`src/rtl/ftm_pkg.sv`:
```
// Shared types and defaults for the FTM lockstep recovery path.
package ftm_pkg;
    typedef enum logic [2:0] {IDLE, COPY, DRAIN, PC, DONE} seq_state_e;

    localparam int NUM_CORES_DEF = 3;
    localparam int DATA_W_DEF    = 32;
endpackage

```
`src/rtl/ft_delay_line.sv`:
```
// Fixed-depth shift register with synchronous reset and a flush that empties every stage.
module ft_delay_line #(
    parameter int W     = 1,
    parameter int DEPTH = 1
) (
    input  logic         clk_i,
    input  logic         rst_i,
    input  logic         flush_i,
    input  logic [W-1:0] d_i,
    output logic [W-1:0] q_o
);
    logic [DEPTH-1:0][W-1:0] stage_q;

    always_ff @(posedge clk_i) begin
        if (rst_i || flush_i) begin
            stage_q <= '0;
        end else begin
            stage_q[0] <= d_i;
            for (int i = 1; i < DEPTH; i++) stage_q[i] <= stage_q[i-1];
        end
    end

    assign q_o = stage_q[DEPTH-1];
endmodule

```
`src/rtl/ft_recovery_sequencer.sv`:
```
// Copies the voted register file and PC into the flagged lockstep cores, then pulses done.
module ft_recovery_sequencer
    import ftm_pkg::*;
#(
    parameter int NUM_CORES = NUM_CORES_DEF,
    parameter int NUM_REGS  = 32,
    parameter int ADDR_W    = 5,
    parameter int DATA_W    = DATA_W_DEF,
    parameter int READ_LAT  = 1,
    parameter int SKIP_R0   = 1
) (
    input  logic                 clk_i,
    input  logic                 rst_i,
    input  logic                 recover_i,
    input  logic [NUM_CORES-1:0] faulty_mask_i,
    output logic                 rf_re_o,
    output logic [ADDR_W-1:0]    rf_raddr_o,
    input  logic [DATA_W-1:0]    rf_rdata_i,
    output logic [NUM_CORES-1:0] rf_we_o,
    output logic [ADDR_W-1:0]    rf_waddr_o,
    output logic [DATA_W-1:0]    rf_wdata_o,
    input  logic [DATA_W-1:0]    pc_i,
    output logic [NUM_CORES-1:0] pc_we_o,
    output logic [DATA_W-1:0]    pc_o,
    output logic                 busy_o,
    output logic                 recovery_done_o
);
    localparam int CNT_W = (READ_LAT > 1) ? $clog2(READ_LAT) : 1;
    localparam logic [ADDR_W-1:0] FIRST_ADDR = ADDR_W'(SKIP_R0);
    localparam logic [ADDR_W-1:0] LAST_ADDR  = ADDR_W'(NUM_REGS - 1);
    localparam logic [CNT_W-1:0]  DRAIN_LAST = CNT_W'(READ_LAT - 1);

    seq_state_e state_q, state_d;
    logic                 rec_q, start, last_rd;
    logic [NUM_CORES-1:0] mask_q;
    logic [ADDR_W-1:0]    raddr_q;
    logic [CNT_W-1:0]     drain_cnt_q;
    logic                 pipe_vld;
    logic [ADDR_W-1:0]    pipe_addr;

    // Any rising edge of recover_i restarts, including mid-sequence aborts.
    assign start   = recover_i && !rec_q;
    assign last_rd = (state_q == COPY) && (raddr_q == LAST_ADDR);

    always_ff @(posedge clk_i) begin
        if (rst_i) state_q <= IDLE;
        else       state_q <= state_d;
    end

    always_comb begin
        state_d = state_q;
        if (start) begin
            state_d = COPY;
        end else begin
            case (state_q)
                IDLE:    state_d = IDLE;
                COPY:    if (last_rd) state_d = DRAIN;
                DRAIN:   if (drain_cnt_q == '0) state_d = PC;
                PC:      state_d = DONE;
                DONE:    state_d = IDLE;
                default: state_d = IDLE;
            endcase
        end
    end

    // Address holds at the last register so a full 2**ADDR_W file never wraps.
    always_ff @(posedge clk_i) begin
        if (rst_i) begin
            rec_q       <= 1'b0;
            mask_q      <= '0;
            raddr_q     <= '0;
            drain_cnt_q <= '0;
        end else begin
            rec_q <= recover_i;
            if (start) begin
                mask_q  <= (faulty_mask_i == '0) ? '1 : faulty_mask_i;
                raddr_q <= FIRST_ADDR;
            end else if (last_rd) begin
                drain_cnt_q <= DRAIN_LAST;
            end else if (state_q == COPY) begin
                raddr_q <= raddr_q + 1'b1;
            end else if (state_q == DRAIN && drain_cnt_q != '0) begin
                drain_cnt_q <= drain_cnt_q - 1'b1;
            end
        end
    end

    ft_delay_line #(.W(ADDR_W + 1), .DEPTH(READ_LAT)) u_rd_pipe (
        .clk_i   (clk_i),
        .rst_i   (rst_i),
        .flush_i (start),
        .d_i     ({rf_re_o, raddr_q}),
        .q_o     ({pipe_vld, pipe_addr})
    );

    always_comb begin
        rf_re_o         = (state_q == COPY);
        busy_o          = (state_q != IDLE);
        recovery_done_o = (state_q == DONE);
        pc_we_o         = (state_q == PC) ? mask_q : '0;
        pc_o            = (state_q == PC) ? pc_i : '0;
        rf_we_o         = pipe_vld ? mask_q : '0;
        rf_waddr_o      = pipe_vld ? pipe_addr : '0;
        rf_wdata_o      = pipe_vld ? rf_rdata_i : '0;
    end

    assign rf_raddr_o = raddr_q;
endmodule

```
`config.mk`:
```
export PLATFORM = sky130hd
export DESIGN_NAME = ft_recovery_sequencer
export DESIGN_NICKNAME = d
export VERILOG_FILES = /design/src/rtl/ftm_pkg.sv /design/src/rtl/ft_delay_line.sv /design/src/rtl/ft_recovery_sequencer.sv
export SDC_FILE = /design/constraint.sdc
export NUM_CORES = 1
export LEC_CHECK = 0
export ABC_AREA = 1
export BUFFER_PORTS_ARGS = -buffer_cell sky130_fd_sc_hd__buf_2
export CORE_ASPECT_RATIO = 1.2
export CORE_MARGIN = 4
export CORE_UTILIZATION = 35
export CTS_CLUSTER_SIZE = 12
export DETAILED_ROUTE_END_ITERATION = 7
export GPL_TIMING_DRIVEN = 0
export PLACE_DENSITY_LB_ADDON = 0.15
export SLEW_MARGIN = 20
export SYNTH_ARGS = -nofsm -noshare
export SYNTH_HDL_FRONTEND = slang
export SYNTH_SLANG_ARGS = --single-unit
```
`constraint.sdc`:
```
create_clock -name clk_i -period 1.7 [get_ports clk_i]
set_clock_uncertainty 0.05 [all_clocks]
set_input_delay 0.085 -clock clk_i [delete_from_list [all_inputs] [get_ports clk_i]]
set_output_delay 0.085 -clock clk_i [all_outputs]
set_load 0.005 [all_outputs]
```
==> metrics.txt <==
Clock Tree Buf Depth 2; LEAKAGE 1.80 nW; Peak VDD IR between 600 and 700 uV; Yosys top cell area share 0.267; Most used DFF post-synth dfxtp_1; total power between 0.001 and 0.0015 W; Clk pwr share 0.298; Final setup viols 0; per-cell routed wire length approximately 11 um; nets@finish between 400 and 500; Distinct cells, synth 22; reg2reg path depth 10; CTS tree yes; CTS clock-pin slew for the worst setup and hold paths approximately 70 ps; Vias between 1500 and 2000; first-pass GRT wire length 7.91 mm; Synth Warn # 0; power share of the combinational group 0.250; switching fraction of total power 0.288; CP endpoint kind flip-flop; CP endpoint rf_raddr_o[0]; startpoint types flip-flop; # fillers between 400 and 500; Max Slew Vio Count 0; worst reg2reg endpoint rf_raddr_o[0]; Post-Syn Nets 330; synthesis-stage register bit count 19; critical path launch point rf_raddr_o[0]; vias in the first global route between 1500 and 2000; initial DRC count 53; largest net degree at the start of global routing 13; # port buffers 152; Syn Area/Cell ~5.5 um^2; post-layout minimum cycle time about 1500 ps; most common cell in the netlist inv_1; Die X between 60 and 70 um; DRC 0; vias per cell slightly above 4; P_int approximately 0.00076 W; core area 3940 um^2; initial core utilization 0.361; die area between 5000 and 6000 um^2; total track usage 0.195; unrepaired setup endpoints after global routing no; Crit Path Max Fanout 7; measured slew at the worst slew-check pin 387 ps; Non-Filler Instances 469; post-synthesis async set-or-reset flop share 0; PD cells around 460 nW/um^2; switching pwr between 0.0003 and 0.0004 W; total negative slack 0 ps; placed instance count around 460; H-tree depth 1; status complete, no violations; Rel. slew slack 0.742; cts bufs inserted 3; clock sink count 19; share of cells above drive strength 1 0.422; Post-Syn Area around 1400 um^2; EDFF count, synth 0; MaxCap Viol Count 0; synth cell count leaders inv_1 (89), nand2_1 (59), nor2_1 (49), dfxtp_1 (19), nand3_1 (5); Worst EP required between 1500 and 2000 ps; Root Driver clkbuf_8; clk_lat worst skew 260 ps; fin crit share 0.895; top post-synthesis cells by area dfxtp_1 (27%), inv_1 (23%), nand2_1 (16%); most area-hungry cell type in the Yosys netlist dfxtp_1; Pre-antenna DRT Iters 4; Final HPWL DP 4.42 mm; total gr overflow 0; sequential area share after synthesis 0.267; initial antenna violation count 0; GP Congestion between 0.8 and 0.9; FMAX approximately 0.66 GHz; die height approximately 78 um; row count 25; post-CTS setup buffers 0; r2r setup slk between 150 and 200 ps; pre-CTS setup slack roughly 140 ps; Hold Crit Class in -> reg; ANT nets after route 0; worst path arrival time approximately 1600 ps; Final WS setup approximately 180 ps; total wire length a little over 5 mm; hold violation total from the final report 0; Worst R2R Start rf_raddr_o[0]; Ports ~150; Flop pwr share 0.452; synthesized instance count about 260; Area Growth Syn to Fin 62.6%; antenna cells 0; CP Class reg -> reg
==> stage by stage <==
stage	instance area [um^2]	utilization	hold slack [ps]
after global routing	2310	0.587	34.4
after CTS	2310	0.586	16.1
final	2310	0.587	20.9
after global placement	2250	0.571	226
after detailed placement	2250	0.571	232
after floorplan	1420	-	107
==> what timing repair did <==
item,in CTS,in global routing
gates resized for setup,0,3
hold buffers,1,0
hold endpoints to repair,2,0
setup endpoints to repair,0,8
==> placed cells by master (no fill, tap or decap) <==
master,count
a21oi_1,3
a21oi_2,4
buf_2,152
buf_4,1
buf_6,3
clkbuf_1,4
clkbuf_8,3
clkinv_4,1
clkinvlp_4,1
dfxtp_1,16
dfxtp_2,3
dlygate4sd3_1,1
ha_1,2
inv_1,89
inv_2,2
nand2_1,59
nand2_4,1
nand3_1,5
nand3_4,1
nand4_1,4
nor2_1,49
nor2_4,2
nor3_1,3
nor3_2,1
nor4_1,1
o21ai_0,3
xor2_1,1
==> metal layers <==
metal  vias up  global-route usage  routed length (um)
met1       747               0.209                1950
met3        20              0.0434                 473
met2        90               0.331                2380
met5         -                   0                   0
met4         0               0.134                 241
li1       1031                   -                   -
==> area by class of cell <==
class                      count  area [um^2]  area share
timing repair buffer         153          771       0.333
multi-input combinational    139          637       0.275
buffer                         8         56.3      0.0243
sequential                    19          384       0.166
inverter                      92          350       0.151
clock inverter                 1         7.51     0.00324
tap                           54         67.6      0.0292
clock buffer                   3         41.3      0.0178
==> critical path, stage by stage, from the launching register on <==
cell and delay [ps]:
dfxtp_2 350, ha_1 220, nand2_1 70, nor2_1 40
ha_1 200, inv_1 110, nand3_4 140, nand2_1 90
nand3_1 60, nand2_1 60, inv_1 40
==> registers in the layout, summed over array words and instances, names as in the netlist <==
name and cells:
rec_q 1, mask_q 3, u_rd_pipe.q_o 6, rf_raddr_o 5
state_q 3, drain_cnt_q 1
==> power groups by stage <==
stage	registers, W	clock network [W]	logic [W]
after floorplan	0.000486	0	0.000126
after global placement	0.000489	0	0.000263
after detailed placement	0.000490	0	0.000266
after CTS	0.000479	0.000325	0.000270
after global routing	0.000483	0.000341	0.000305
final	0.000480	0.000316	0.000266
==> kinds of logic (layout without fill, tap and decap cells) <==
family	after synthesis	after routing	synth area share
simple gates	126	126	0.378
buf+inv	100	257	0.286
flops	19	19	0.267
compound gates	10	10	0.0457
fa+ha+maj	2	2	0.0176
xor+xnor	1	1	0.00615
==> worst min path at each step <==
stage               slack (ps)  cells past startpoint              from     endpoint
CTS                         20                      3         recover_i        rec_q
detailed placement         230                      2             rst_i  drain_cnt_q
global route                30                      3  faulty_mask_i[2]    mask_q[2]
finish                      20                      3  faulty_mask_i[2]    mask_q[2]
global placement           230                      2             rst_i  drain_cnt_q
floorplan                  110                      1             rst_i  drain_cnt_q
Note: power is estimated with default switching activity, not from simulation.
